File: config.mk
export PLATFORM = sky130hd
export DESIGN_NAME = multicycle_control_flat
export DESIGN_NICKNAME = d
export VERILOG_FILES = /design/src/rtl/multicycle_pkg.sv /design/src/rtl/multicycle_control_if.sv /design/src/rtl/multicycle_ctrl_decode.sv /design/src/rtl/multicycle_control.sv /design/src/flat_wrapper.sv
export SDC_FILE = /design/constraint.sdc
export NUM_CORES = 1
export LEC_CHECK = 0
export CAP_MARGIN = 10
export CORE_MARGIN = 2
export CORE_UTILIZATION = 40
export DETAILED_ROUTE_END_ITERATION = 10
export HOLD_SLACK_MARGIN = 0.15
export PLACE_DENSITY = 0.73
export SLEW_MARGIN = 25
export SYNTH_ARGS = -nofsm -noshare
export SYNTH_HDL_FRONTEND = slang
export SYNTH_SLANG_ARGS = --single-unit
File: constraint.sdc
create_clock -name clk_i -period 2 [get_ports clk_i]
set_clock_uncertainty 0.1 [all_clocks]
set_input_delay 0.2 -clock clk_i [delete_from_list [all_inputs] [get_ports clk_i]]
set_output_delay 0.2 -clock clk_i [all_outputs]
set_load 0.02 [all_outputs]
File: src/rtl/multicycle_pkg.sv
// multicycle_pkg
//   Shared definitions for the multi-cycle MIPS main control: state codes,
//   opcode constants, datapath select encodings and the control-word struct
//   produced by the decoder.
package multicycle_pkg;

  typedef enum logic [3:0] {
    S_RST     = 4'd0,
    S_FETCH   = 4'd1,
    S_DECODE  = 4'd2,
    S_MEMADR  = 4'd3,
    S_MEMRD   = 4'd4,
    S_MEMWB   = 4'd5,
    S_MEMWR   = 4'd6,
    S_EXEC    = 4'd7,
    S_RWB     = 4'd8,
    S_BRANCH  = 4'd9,
    S_JUMP    = 4'd10,
    S_ADDI_EX = 4'd11,
    S_ORI_EX  = 4'd12,
    S_IWB     = 4'd13,
    S_ILLEGAL = 4'd14
  } state_t;

  localparam logic [5:0] OP_RTYPE = 6'h00;
  localparam logic [5:0] OP_J     = 6'h02;
  localparam logic [5:0] OP_BEQ   = 6'h04;
  localparam logic [5:0] OP_ADDI  = 6'h08;
  localparam logic [5:0] OP_ORI   = 6'h0D;
  localparam logic [5:0] OP_LW    = 6'h23;
  localparam logic [5:0] OP_SW    = 6'h2B;

  localparam logic [1:0] ALU_ADD   = 2'b00;
  localparam logic [1:0] ALU_SUB   = 2'b01;
  localparam logic [1:0] ALU_OR    = 2'b10;
  localparam logic [1:0] ALU_FUNCT = 2'b11;

  localparam logic [1:0] SRCB_RT     = 2'b00;
  localparam logic [1:0] SRCB_FOUR   = 2'b01;
  localparam logic [1:0] SRCB_IMM    = 2'b10;
  localparam logic [1:0] SRCB_IMM_SH = 2'b11;

  localparam logic [1:0] PCS_ALU    = 2'b00;
  localparam logic [1:0] PCS_ALUOUT = 2'b01;
  localparam logic [1:0] PCS_JUMP   = 2'b10;

  typedef struct packed {
    logic       pc_write;
    logic       pc_write_cond;
    logic       iord;
    logic       mem_read;
    logic       mem_write;
    logic       ir_write;
    logic       mem_to_reg;
    logic       reg_dst;
    logic       reg_write;
    logic       alu_src_a;
    logic [1:0] alu_src_b;
    logic [1:0] alu_op;
    logic [1:0] pc_source;
    logic       illegal;
  } ctrl_t;

  // States that hold for the memory wait counter before completing.
  function automatic logic is_mem_state(state_t s);
    return (s == S_FETCH) || (s == S_MEMRD) || (s == S_MEMWR);
  endfunction

endpackage

File: src/rtl/multicycle_control_if.sv
// multicycle_control_if
//   Bundle between the main control and the multi-cycle datapath.
//   Op_i            opcode from IR (datapath -> control)
//   PCWrite_o..     datapath enables/selects (control -> datapath)
//   Illegal_o       unsupported-opcode pulse
//   State_o         current state code, debug visibility
//   master: the control FSM; slave: the datapath side.
interface multicycle_control_if;
  logic [5:0] Op_i;
  logic       PCWrite_o;
  logic       PCWriteCond_o;
  logic       IorD_o;
  logic       MemRead_o;
  logic       MemWrite_o;
  logic       IRWrite_o;
  logic       MemtoReg_o;
  logic       RegDst_o;
  logic       RegWrite_o;
  logic       ALUSrcA_o;
  logic [1:0] ALUSrcB_o;
  logic [1:0] ALUOp_o;
  logic [1:0] PCSource_o;
  logic       Illegal_o;
  logic [3:0] State_o;

  modport master (
    input  Op_i,
    output PCWrite_o, PCWriteCond_o, IorD_o, MemRead_o, MemWrite_o, IRWrite_o,
           MemtoReg_o, RegDst_o, RegWrite_o, ALUSrcA_o, ALUSrcB_o, ALUOp_o,
           PCSource_o, Illegal_o, State_o
  );

  modport slave (
    output Op_i,
    input  PCWrite_o, PCWriteCond_o, IorD_o, MemRead_o, MemWrite_o, IRWrite_o,
           MemtoReg_o, RegDst_o, RegWrite_o, ALUSrcA_o, ALUSrcB_o, ALUOp_o,
           PCSource_o, Illegal_o, State_o
  );
endinterface

File: src/rtl/multicycle_ctrl_decode.sv
// multicycle_ctrl_decode
//   Combinational Moore output decode: state (+ final-wait flag) -> control word.
//   state      current FSM state
//   last_wait  wait counter has reached MEM_WAIT (only FETCH cares)
//   ctrl       datapath control word; anything not named for a state is 0
module multicycle_ctrl_decode
  import multicycle_pkg::*;
(
  input  state_t state,
  input  logic   last_wait,
  output ctrl_t  ctrl
);

  always_comb begin
    ctrl = '0;
    case (state)
      S_FETCH: begin
        ctrl.mem_read  = 1'b1;
        ctrl.alu_src_b = SRCB_FOUR;
        ctrl.alu_op    = ALU_ADD;
        // IR and PC update only once the memory has delivered the word
        ctrl.ir_write  = last_wait;
        ctrl.pc_write  = last_wait;
      end
      S_DECODE: ctrl.alu_src_b = SRCB_IMM_SH;
      S_MEMADR: begin
        ctrl.alu_src_a = 1'b1;
        ctrl.alu_src_b = SRCB_IMM;
      end
      S_MEMRD: begin
        ctrl.mem_read = 1'b1;
        ctrl.iord     = 1'b1;
      end
      S_MEMWB: begin
        ctrl.reg_write  = 1'b1;
        ctrl.mem_to_reg = 1'b1;
      end
      S_MEMWR: begin
        ctrl.mem_write = 1'b1;
        ctrl.iord      = 1'b1;
      end
      S_EXEC: begin
        ctrl.alu_src_a = 1'b1;
        ctrl.alu_op    = ALU_FUNCT;
      end
      S_RWB: begin
        ctrl.reg_dst   = 1'b1;
        ctrl.reg_write = 1'b1;
      end
      S_BRANCH: begin
        ctrl.alu_src_a     = 1'b1;
        ctrl.alu_op        = ALU_SUB;
        ctrl.pc_write_cond = 1'b1;
        ctrl.pc_source     = PCS_ALUOUT;
      end
      S_JUMP: begin
        ctrl.pc_write  = 1'b1;
        ctrl.pc_source = PCS_JUMP;
      end
      S_ADDI_EX: begin
        ctrl.alu_src_a = 1'b1;
        ctrl.alu_src_b = SRCB_IMM;
        ctrl.alu_op    = ALU_ADD;
      end
      S_ORI_EX: begin
        ctrl.alu_src_a = 1'b1;
        ctrl.alu_src_b = SRCB_IMM;
        ctrl.alu_op    = ALU_OR;
      end
      S_IWB:     ctrl.reg_write = 1'b1;
      S_ILLEGAL: ctrl.illegal   = 1'b1;
      default:   ctrl = '0;
    endcase
  end

endmodule

File: src/rtl/multicycle_control.sv
// multicycle_control
//   Multi-cycle MIPS main control. Moore FSM sequencing fetch/decode/execute/
//   memory/writeback with a parametrised memory wait and illegal-opcode trap.
//   MEM_WAIT  extra cycles each memory state holds (0..15)
//   ORI_EN    1: opcode 0x0D executes as ori, 0: trapped as illegal
//   clk_i     clock, rising edge
//   rst_i     asynchronous active-high reset
//   bus       control bundle (master side): Op_i in, datapath enables out
module multicycle_control
  import multicycle_pkg::*;
#(
  parameter int MEM_WAIT = 0,
  parameter bit ORI_EN   = 1'b1
) (
  input  logic                 clk_i,
  input  logic                 rst_i,
  multicycle_control_if.master bus
);

  localparam logic [3:0] WAIT_LAST = 4'(MEM_WAIT);

  state_t     state, state_nxt;
  logic [3:0] cnt;
  logic       last_wait;
  logic       is_store;
  ctrl_t      ctrl;

  assign last_wait = (cnt == WAIT_LAST);

  // State register
  always_ff @(posedge clk_i or posedge rst_i) begin
    if (rst_i) state <= S_RST;
    else       state <= state_nxt;
  end

  // Wait counter: counts inside a memory state and falls back to 0 on the
  // completing cycle, so it is already clear on entry to the next one.
  always_ff @(posedge clk_i or posedge rst_i) begin
    if (rst_i)                                  cnt <= 4'd0;
    else if (is_mem_state(state) && !last_wait) cnt <= cnt + 4'd1;
    else                                        cnt <= 4'd0;
  end

  // Op_i is only valid in DECODE; remember lw vs sw for the MEMADR branch.
  always_ff @(posedge clk_i or posedge rst_i) begin
    if (rst_i)                   is_store <= 1'b0;
    else if (state == S_DECODE) is_store <= (bus.Op_i == OP_SW);
  end

  // Next-state logic
  always_comb begin
    state_nxt = state;
    case (state)
      S_RST:    state_nxt = S_FETCH;
      S_FETCH:  if (last_wait) state_nxt = S_DECODE;
      S_DECODE: begin
        case (bus.Op_i)
          OP_LW, OP_SW: state_nxt = S_MEMADR;
          OP_RTYPE:     state_nxt = S_EXEC;
          OP_BEQ:       state_nxt = S_BRANCH;
          OP_J:         state_nxt = S_JUMP;
          OP_ADDI:      state_nxt = S_ADDI_EX;
          OP_ORI:       state_nxt = ORI_EN ? S_ORI_EX : S_ILLEGAL;
          default:      state_nxt = S_ILLEGAL;
        endcase
      end
      S_MEMADR:  state_nxt = is_store ? S_MEMWR : S_MEMRD;
      S_MEMRD:   if (last_wait) state_nxt = S_MEMWB;
      S_MEMWR:   if (last_wait) state_nxt = S_FETCH;
      S_EXEC:    state_nxt = S_RWB;
      S_ADDI_EX,
      S_ORI_EX:  state_nxt = S_IWB;
      S_MEMWB,
      S_RWB,
      S_BRANCH,
      S_JUMP,
      S_IWB,
      S_ILLEGAL: state_nxt = S_FETCH;
      default:   state_nxt = S_RST;
    endcase
  end

  // Output decode
  multicycle_ctrl_decode u_decode (
    .state     (state),
    .last_wait (last_wait),
    .ctrl      (ctrl)
  );

  assign bus.PCWrite_o     = ctrl.pc_write;
  assign bus.PCWriteCond_o = ctrl.pc_write_cond;
  assign bus.IorD_o        = ctrl.iord;
  assign bus.MemRead_o     = ctrl.mem_read;
  assign bus.MemWrite_o    = ctrl.mem_write;
  assign bus.IRWrite_o     = ctrl.ir_write;
  assign bus.MemtoReg_o    = ctrl.mem_to_reg;
  assign bus.RegDst_o      = ctrl.reg_dst;
  assign bus.RegWrite_o    = ctrl.reg_write;
  assign bus.ALUSrcA_o     = ctrl.alu_src_a;
  assign bus.ALUSrcB_o     = ctrl.alu_src_b;
  assign bus.ALUOp_o       = ctrl.alu_op;
  assign bus.PCSource_o    = ctrl.pc_source;
  assign bus.Illegal_o     = ctrl.illegal;
  assign bus.State_o       = state;

endmodule
File: src/flat_wrapper.sv
// flat-port wrapper written by rule: the top's interface ports become plain ports
module multicycle_control_flat import multicycle_pkg::*;
#(
  parameter int MEM_WAIT = 0,
  parameter bit ORI_EN   = 1'b1
)
  (clk_i, rst_i, bus_Op_i, bus_PCWrite_o, bus_PCWriteCond_o, bus_IorD_o, bus_MemRead_o, bus_MemWrite_o, bus_IRWrite_o, bus_MemtoReg_o, bus_RegDst_o, bus_RegWrite_o, bus_ALUSrcA_o, bus_ALUSrcB_o, bus_ALUOp_o, bus_PCSource_o, bus_Illegal_o, bus_State_o);
  multicycle_control_if bus_i ();
  input  logic clk_i;
  input  logic rst_i;
  input wire logic [$bits(bus_i.Op_i)-1:0] bus_Op_i;
  output wire logic [$bits(bus_i.PCWrite_o)-1:0] bus_PCWrite_o;
  output wire logic [$bits(bus_i.PCWriteCond_o)-1:0] bus_PCWriteCond_o;
  output wire logic [$bits(bus_i.IorD_o)-1:0] bus_IorD_o;
  output wire logic [$bits(bus_i.MemRead_o)-1:0] bus_MemRead_o;
  output wire logic [$bits(bus_i.MemWrite_o)-1:0] bus_MemWrite_o;
  output wire logic [$bits(bus_i.IRWrite_o)-1:0] bus_IRWrite_o;
  output wire logic [$bits(bus_i.MemtoReg_o)-1:0] bus_MemtoReg_o;
  output wire logic [$bits(bus_i.RegDst_o)-1:0] bus_RegDst_o;
  output wire logic [$bits(bus_i.RegWrite_o)-1:0] bus_RegWrite_o;
  output wire logic [$bits(bus_i.ALUSrcA_o)-1:0] bus_ALUSrcA_o;
  output wire logic [$bits(bus_i.ALUSrcB_o)-1:0] bus_ALUSrcB_o;
  output wire logic [$bits(bus_i.ALUOp_o)-1:0] bus_ALUOp_o;
  output wire logic [$bits(bus_i.PCSource_o)-1:0] bus_PCSource_o;
  output wire logic [$bits(bus_i.Illegal_o)-1:0] bus_Illegal_o;
  output wire logic [$bits(bus_i.State_o)-1:0] bus_State_o;
  assign bus_i.Op_i = bus_Op_i;
  assign bus_PCWrite_o = bus_i.PCWrite_o;
  assign bus_PCWriteCond_o = bus_i.PCWriteCond_o;
  assign bus_IorD_o = bus_i.IorD_o;
  assign bus_MemRead_o = bus_i.MemRead_o;
  assign bus_MemWrite_o = bus_i.MemWrite_o;
  assign bus_IRWrite_o = bus_i.IRWrite_o;
  assign bus_MemtoReg_o = bus_i.MemtoReg_o;
  assign bus_RegDst_o = bus_i.RegDst_o;
  assign bus_RegWrite_o = bus_i.RegWrite_o;
  assign bus_ALUSrcA_o = bus_i.ALUSrcA_o;
  assign bus_ALUSrcB_o = bus_i.ALUSrcB_o;
  assign bus_ALUOp_o = bus_i.ALUOp_o;
  assign bus_PCSource_o = bus_i.PCSource_o;
  assign bus_Illegal_o = bus_i.Illegal_o;
  assign bus_State_o = bus_i.State_o;
  multicycle_control #(.MEM_WAIT(MEM_WAIT), .ORI_EN(ORI_EN)) u_core (.clk_i(clk_i), .rst_i(rst_i), .bus(bus_i));
endmodule
==> flow_summary_export.csv, run 1 <==
group,metric,value,unit
critical_path,cp_max_fo,2,
critical_path,critPathArrivalTime,1.63,ns
sta,period_share,0.9636,
yosys,synthesis.area,808.3,um2
place,place_congestion,0.7729,
yosys,synth-simple-area-share,0.3746,
routing,vias_per_cell,5.317,
yosys,yosys.area_share.xor_xnor,0.05418,
routing,wl_per_cell,12.70,um
yosys,ys_types,36,
min_path,hold_class,"reg -> reg",
yosys,ys_top_cells_by_area,"dfrtp_1, nor2_1, xnor2_1, nand2_1, a21oi_1",
routing,vias,888,
sta,rsz0062_at_grt,"yes",
clocking,cts_made_buffers,3,
yosys,syn_inst,105,
die,rows,16,
yosys,synthFlopType,"dfrtp_1",
sta,drv_slew,0,
yosys,syn_avg_cell_area,7.698,um2
die,core_area,0.001942,mm2
yosys,synth_top_area_share,0.2786,
yosys,synth_most_common_cell,"nor2_1",
grt,grt_pass1_wl,3691,um
die,dieArea,0.002396,mm2
sta,clock.fmax,518.9,MHz
finish,n_antenna_cell,0,
yosys,synth_seq_area_share,0.2786,
sta,slew_headroom,0.7751,
yosys,synth_nets,115,
critical_path,start_kind,"register",
yosys,synth_top_family_by_area,"simple AND/OR/NAND/NOR gates",
clocking,clk_latency,0.26,ns
power_and_ir_drop,pwr-share-clk,0.092,
power_and_ir_drop,p_seq_frac,0.197,
power_and_ir_drop,peakVddDrop,0.6867,mV
sta,period_needed,1.927,ns
yosys,synthArstFlopShare,1.000,
grt,gr-total-overflow,0,
power_and_ir_drop,switching_share,0.4767,
clocking,cts.sinks,9,
sta,hold_viol,0,
die,die_w,48.95,um
critical_path,end_kind,"output pin",
critical_path,path_class,"reg -> out",
routing,firstDrtPassIters,4,
clocking,clockBufferDepth,2,
die,die_h,48.95,um
place,dpl.hpwl,1618,um
finish,fin_area,0.001181,mm2
yosys,synth_fa_ha_area_frac,0.03096,
grt,grt_max_degree,21,
sta,whs,0.3896,ns
yosys,synth_top_cell_by_area,"dfrtp_1",
place,dp_slack,0.0002381,ns
routing,ant_nets,0,
yosys,synthTopCellsByCount,"nor2_1, dfrtp_1, nand2_1",
routing,drc,0,
yosys,synth_compound_area_frac,0.1765,
critical_path,crit_chain,"inv_1 -> ha_1 -> nor3b_2 -> and4b_1 -> or2_2 -> buf_2",
die,ios,29,
power_and_ir_drop,internal_power,0.7944,mW
finish,fillers,194,
clocking,htreeDepth,1,
routing,drt_iter0_drc,40,
sta,worst_pin_slew,0.3370,ns
sta,setup_ws,0.07289,ns
outcome,outcome,"finished, final reports clean",
clocking,cts_setup_buffers,0,
critical_path,crit_slowest_cell,"dfrtp_1",
finish,drive_gt1_frac,0.1714,
power_and_ir_drop,p_comb_frac,0.711,
yosys,synth_seq_cells,9,
die,initial_core_util,0.4162,
power_and_ir_drop,powerDensity,1285,mW/mm2
yosys,yosysWarnings,0,
clocking,tritoncts,"yes",
finish,area_growth,46.13,%
job,cap_violations,0,
sta,setup_viol,0,
routing,routed_wirelength,2121,um
critical_path,worstPathRequired,1.70,ns
yosys,synthMuxAreaShare,0,
place,placed_cell_area,0.001167,mm2
critical_path,path_buf_inv,2,
power_and_ir_drop,switchingPower,0.7237,mW
yosys,synth_edf_count,0,
critical_path,slowest_delay,0.35,ns
clocking,path_clk_slew,0.06,ns
grt,grt_pass1_vias,867,
grt,grt_use_total,0.1937,
finish,nets,151,
grt,antenna_found_initial,0,
clocking,cts_root_buf,"clkbuf_4",
critical_path,cp_top_family,"simple AND/OR/NAND/NOR gates",
place,port_buffers,28,
power_and_ir_drop,p_leak,0.5344,nW
==> cells by family (layout without fill, tap and decap cells) <==
kind of cell / Yosys count / in the layout
flops: 9 / 9
compound gates: 22 / 22
simple gates: 53 / 53
buf+inv: 14 / 49
fa+ha+maj: 2 / 2
xor+xnor: 5 / 5
==> power by group through the flow <==
stage               Combinational (mW)  Clock [mW]  Sequential [mW]
floorplan                        0.673           0            0.289
CTS                               1.08       0.149            0.297
global placement                  1.14           0            0.295
detailed placement                1.15           0            0.295
finish                            1.08       0.139            0.299
global route                      1.17       0.158            0.311
==> timing repair <==
item	CTS	global route
pin swaps	0	0
resized for setup	22	7
hold endpoints to repair	9	0
hold buffers	1	0
setup endpoints to repair	17	4
==> worst register-to-register path: stages, from the launching register on <==
cell	delay, ns
dfrtp_1	0.35
inv_1	0.05
ha_1	0.18
nor3b_2	0.16
buf_4	0.16
or3_1	0.35
a41oi_1	0.22
==> cell type report <==
| class | instances | area (um2) | share of cell area |
|---|---|---|---|
| multi-input combinational | 82 | 516.7 | 0.4375 |
| timing repair buffer | 40 | 357.8 | 0.3030 |
| sequential | 9 | 227.7 | 0.1928 |
| tap | 27 | 33.78 | 0.02860 |
| clock buffer | 4 | 26.28 | 0.02225 |
| inverter | 5 | 18.77 | 0.01589 |
==> routing by layer <==
metal / routed length, um / global-route usage
met5: 0 / 0
met4: 0 / 0.08571
met3: 103 / 0.03374
met2: 1044 / 0.3379
met1: 973 / 0.2321
==> layout by cell type, fill, tap and decap left out, types with 2 or more instances in the layout <==
master	n
dfrtp_2	2
xnor2_1	4
dlygate4sd2_1	13
buf_4	9
clkbuf_2	2
nor3_1	4
a21oi_1	6
and2_1	4
inv_1	5
o21ai_0	5
nor3b_1	2
nand2b_1	2
o22ai_1	2
nor4_1	3
dfrtp_1	7
nor4b_1	2
o31ai_1	2
ha_1	2
nor2b_1	4
clkdlybuf4s50_1	11
a211o_1	2
nand2_1	9
clkbuf_4	3
nand3_1	4
nor2_1	10
==> final timing paths <==
kind / from / end / slack (ns) / depth (start not counted)
setup reg to reg: u_core.cnt[0] / u_core.bus.State_o[1] / 0.35 / 6
hold reg to reg: u_core.is_store / u_core.is_store / 0.39 / 2
min in group asynchronous: rst_i / u_core.cnt[3] / 0.66 / 3
setup / recovery: u_core.cnt[0] / bus_PCWrite_o / 0.07 / 6
max in group asynchronous: rst_i / u_core.bus.State_o[1] / 0.86 / 3
hold / removal: u_core.is_store / u_core.is_store / 0.39 / 2
==> state kept, by name, summed over array words and instances (netlist names) <==
signal	count
u_core.bus.State_o	4
u_core.cnt	4
u_core.is_store	1
==> metrics by stage <==
step | TNS (ns) | total power, mW | util | cells
after floorplan | 0 | 0.9622 | - | 105
after global placement | 0 | 1.437 | 0.6012 | 162
after detailed placement | 0 | 1.449 | 0.6012 | 162
after CTS | -0.04888 | 1.530 | 0.6128 | 167
after global routing | -0.02177 | 1.641 | 0.6082 | 167
final | 0 | 1.518 | 0.6082 | 167
Note: power is estimated with default switching activity, not from simulation.
==> run 2, diff against run 1 <==
--- a/config.mk
+++ b/config.mk
@@ -11,6 +11,7 @@
 export DETAILED_ROUTE_END_ITERATION = 10
 export HOLD_SLACK_MARGIN = 0.15
 export PLACE_DENSITY = 0.73
+export RECOVER_POWER = 25
 export SLEW_MARGIN = 25
 export SYNTH_ARGS = -nofsm -noshare
 export SYNTH_HDL_FRONTEND = slang
==> flow_summary_export.csv, run 2 (synthesis results as in run 1) <==
group,metric,value,unit
power_and_ir_drop,peakVddDrop,0.6861,mV
routing,firstDrtPassIters,4,
clocking,htreeDepth,1,
place,placed_cell_area,0.001167,mm2
grt,grt_max_degree,21,
routing,ant_nets,0,
critical_path,start_kind,"register",
sta,period_share,0.9636,
finish,drive_gt1_frac,0.1714,
sta,drv_slew,0,
finish,regArea,227.7,um2
critical_path,ff2ff_path_depth,6,
critical_path,end_kind,"output pin",
power_and_ir_drop,switching_share,0.4768,
sta,hold_viol,0,
sta,worst_pin_slew,0.3370,ns
die,rows,16,
clocking,cts_made_buffers,3,
outcome,outcome,"finished, final reports clean",
critical_path,cp_max_fo,2,
job,cap_violations,0,
critical_path,worstPathRequired,1.70,ns
finish,multi_input_area,516.7,um2
sta,rsz0062_at_grt,"yes",
clocking,clockBufferDepth,2,
power_and_ir_drop,internal_power,0.7940,mW
sta,clock.fmax,518.9,MHz
routing,routed_wirelength,2120,um
grt,grt_pass1_vias,867,
routing,vias,888,
grt,antenna_found_initial,0,
routing,wl_per_cell,12.69,um
die,die_w,48.95,um
power_and_ir_drop,switchingPower,0.7236,mW
critical_path,regToRegSetupSlack,0.35,ns
grt,grt_pass1_wl,3691,um
routing,drt_iter0_drc,40,
finish,n_antenna_cell,0,
finish,final_cell_mix,"dlygate4sd2_1, nor2_1, clkdlybuf4s50_1",
die,core_area,0.001942,mm2
clocking,tritoncts,"yes",
sta,setup_viol,0,
sta,whs,0.3896,ns
grt,gr-total-overflow,0,
critical_path,reg2reg_to,"u_core.bus.State_o[1]",
sta,period_needed,1.927,ns
min_path,worstHoldStart,"u_core.is_store",
clocking,clk_latency,0.26,ns
sta,slew_headroom,0.7751,
clocking,path_clk_slew,0.06,ns
finish,nets,151,
grt,grt_use_total,0.1937,
clocking,cts_root_buf,"clkbuf_4",
die,dieArea,0.002396,mm2
clocking,cts.sinks,9,
critical_path,critPathArrivalTime,1.63,ns
critical_path,path_class,"reg -> out",
finish,fin_util,0.6082,
finish,fin_area,0.001181,mm2
min_path,min_to,"u_core.is_store",
routing,vias_per_cell,5.317,
die,die_h,48.95,um
min_path,min_path_cells,2,
place,dpl.hpwl,1618,um
finish,area_growth,46.13,%
routing,drc,0,
place,place_congestion,0.7729,
power_and_ir_drop,p_leak,0.5346,nW
power_and_ir_drop,pwr-share-clk,0.092,
power_and_ir_drop,p_seq_frac,0.197,
die,ios,29,
power_and_ir_drop,p_comb_frac,0.711,
power_and_ir_drop,powerDensity,1285,mW/mm2
finish,stdcell_count,167,
place,port_buffers,28,
die,initial_core_util,0.4162,
place,placedCellCount,162,
finish,layout_commonest_cell,"dlygate4sd2_1",
critical_path,worstReg2RegStart,"u_core.cnt[0]",
min_path,hold_class,"reg -> reg",
finish,fillers,194,
==> run 2: cell types whose count changed in the layout (fill, tap and decap cells not counted), sizes merged <==
cell	change
clkdlybuf4s50	-1
dlygate4sd3	+1
==> run 2: final cells by class <==
class	count	share of cell area
multi-input combinational	82	0.4375
timing repair buffer	40	0.3030
sequential	9	0.1928
tap	27	0.02860
clock buffer	4	0.02225
inverter	5	0.01589
==> run 2: per-stage QoR <==
stage	TNS, ns	worst slack, ns	power (mW)
floorplan	0	0.2108	0.9622
global placement	0	0.03985	1.437
detailed placement	0	0.0002381	1.449
CTS	-0.04888	-0.04888	1.530
global route	-0.02177	-0.02177	1.640
finish	0	0.07289	1.518
==> run 2: critical path: stages, from the launching register on <==
cell and delay [ns]:
dfrtp_1 0.35, inv_1 0.05, ha_1 0.18, nor3b_2 0.16
and4b_1 0.19, or2_2 0.29, buf_2 0.16
==> run 2: timing repair <==
item / CTS / global route
gates resized for setup: 22 / 7
hold buffers: 1 / 0
hold endpoints to repair: 9 / 0
gates cloned: 0 / 0
endpoints found under the setup margin: 17 / 4
buffers inserted: 0 / 0
==> run 2: worst max path at each step <==
stage,from,to,cells past startpoint
after floorplan,u_core.bus.State_o[1],bus_MemtoReg_o,4
after global placement,u_core.cnt[0],bus_PCWrite_o,6
after detailed placement,u_core.cnt[0],bus_PCWrite_o,6
after CTS,u_core.cnt[0],bus_PCWrite_o,6
after global routing,u_core.cnt[0],bus_PCWrite_o,6
final,u_core.cnt[0],bus_PCWrite_o,6
==> run 2: power by group through the flow <==
stage / combinational [mW] / clock (mW) / sequential, mW
final: 1.08 / 0.139 / 0.299
after CTS: 1.08 / 0.149 / 0.297
after detailed placement: 1.15 / 0 / 0.295
after floorplan: 0.673 / 0 / 0.289
after global placement: 1.14 / 0 / 0.295
after global routing: 1.17 / 0.158 / 0.311
==> run 2: routing by layer <==
| layer | vias up | GRT usage | part of all wire |
|---|---|---|---|
| met3 | 0 | 0.03374 | 0.049 |
| met2 | 32 | 0.3379 | 0.49 |
| li1 | 441 | - | - |
| met4 | 0 | 0.08571 | 0 |
| met5 | - | 0 | 0 |
| met1 | 415 | 0.2321 | 0.46 |
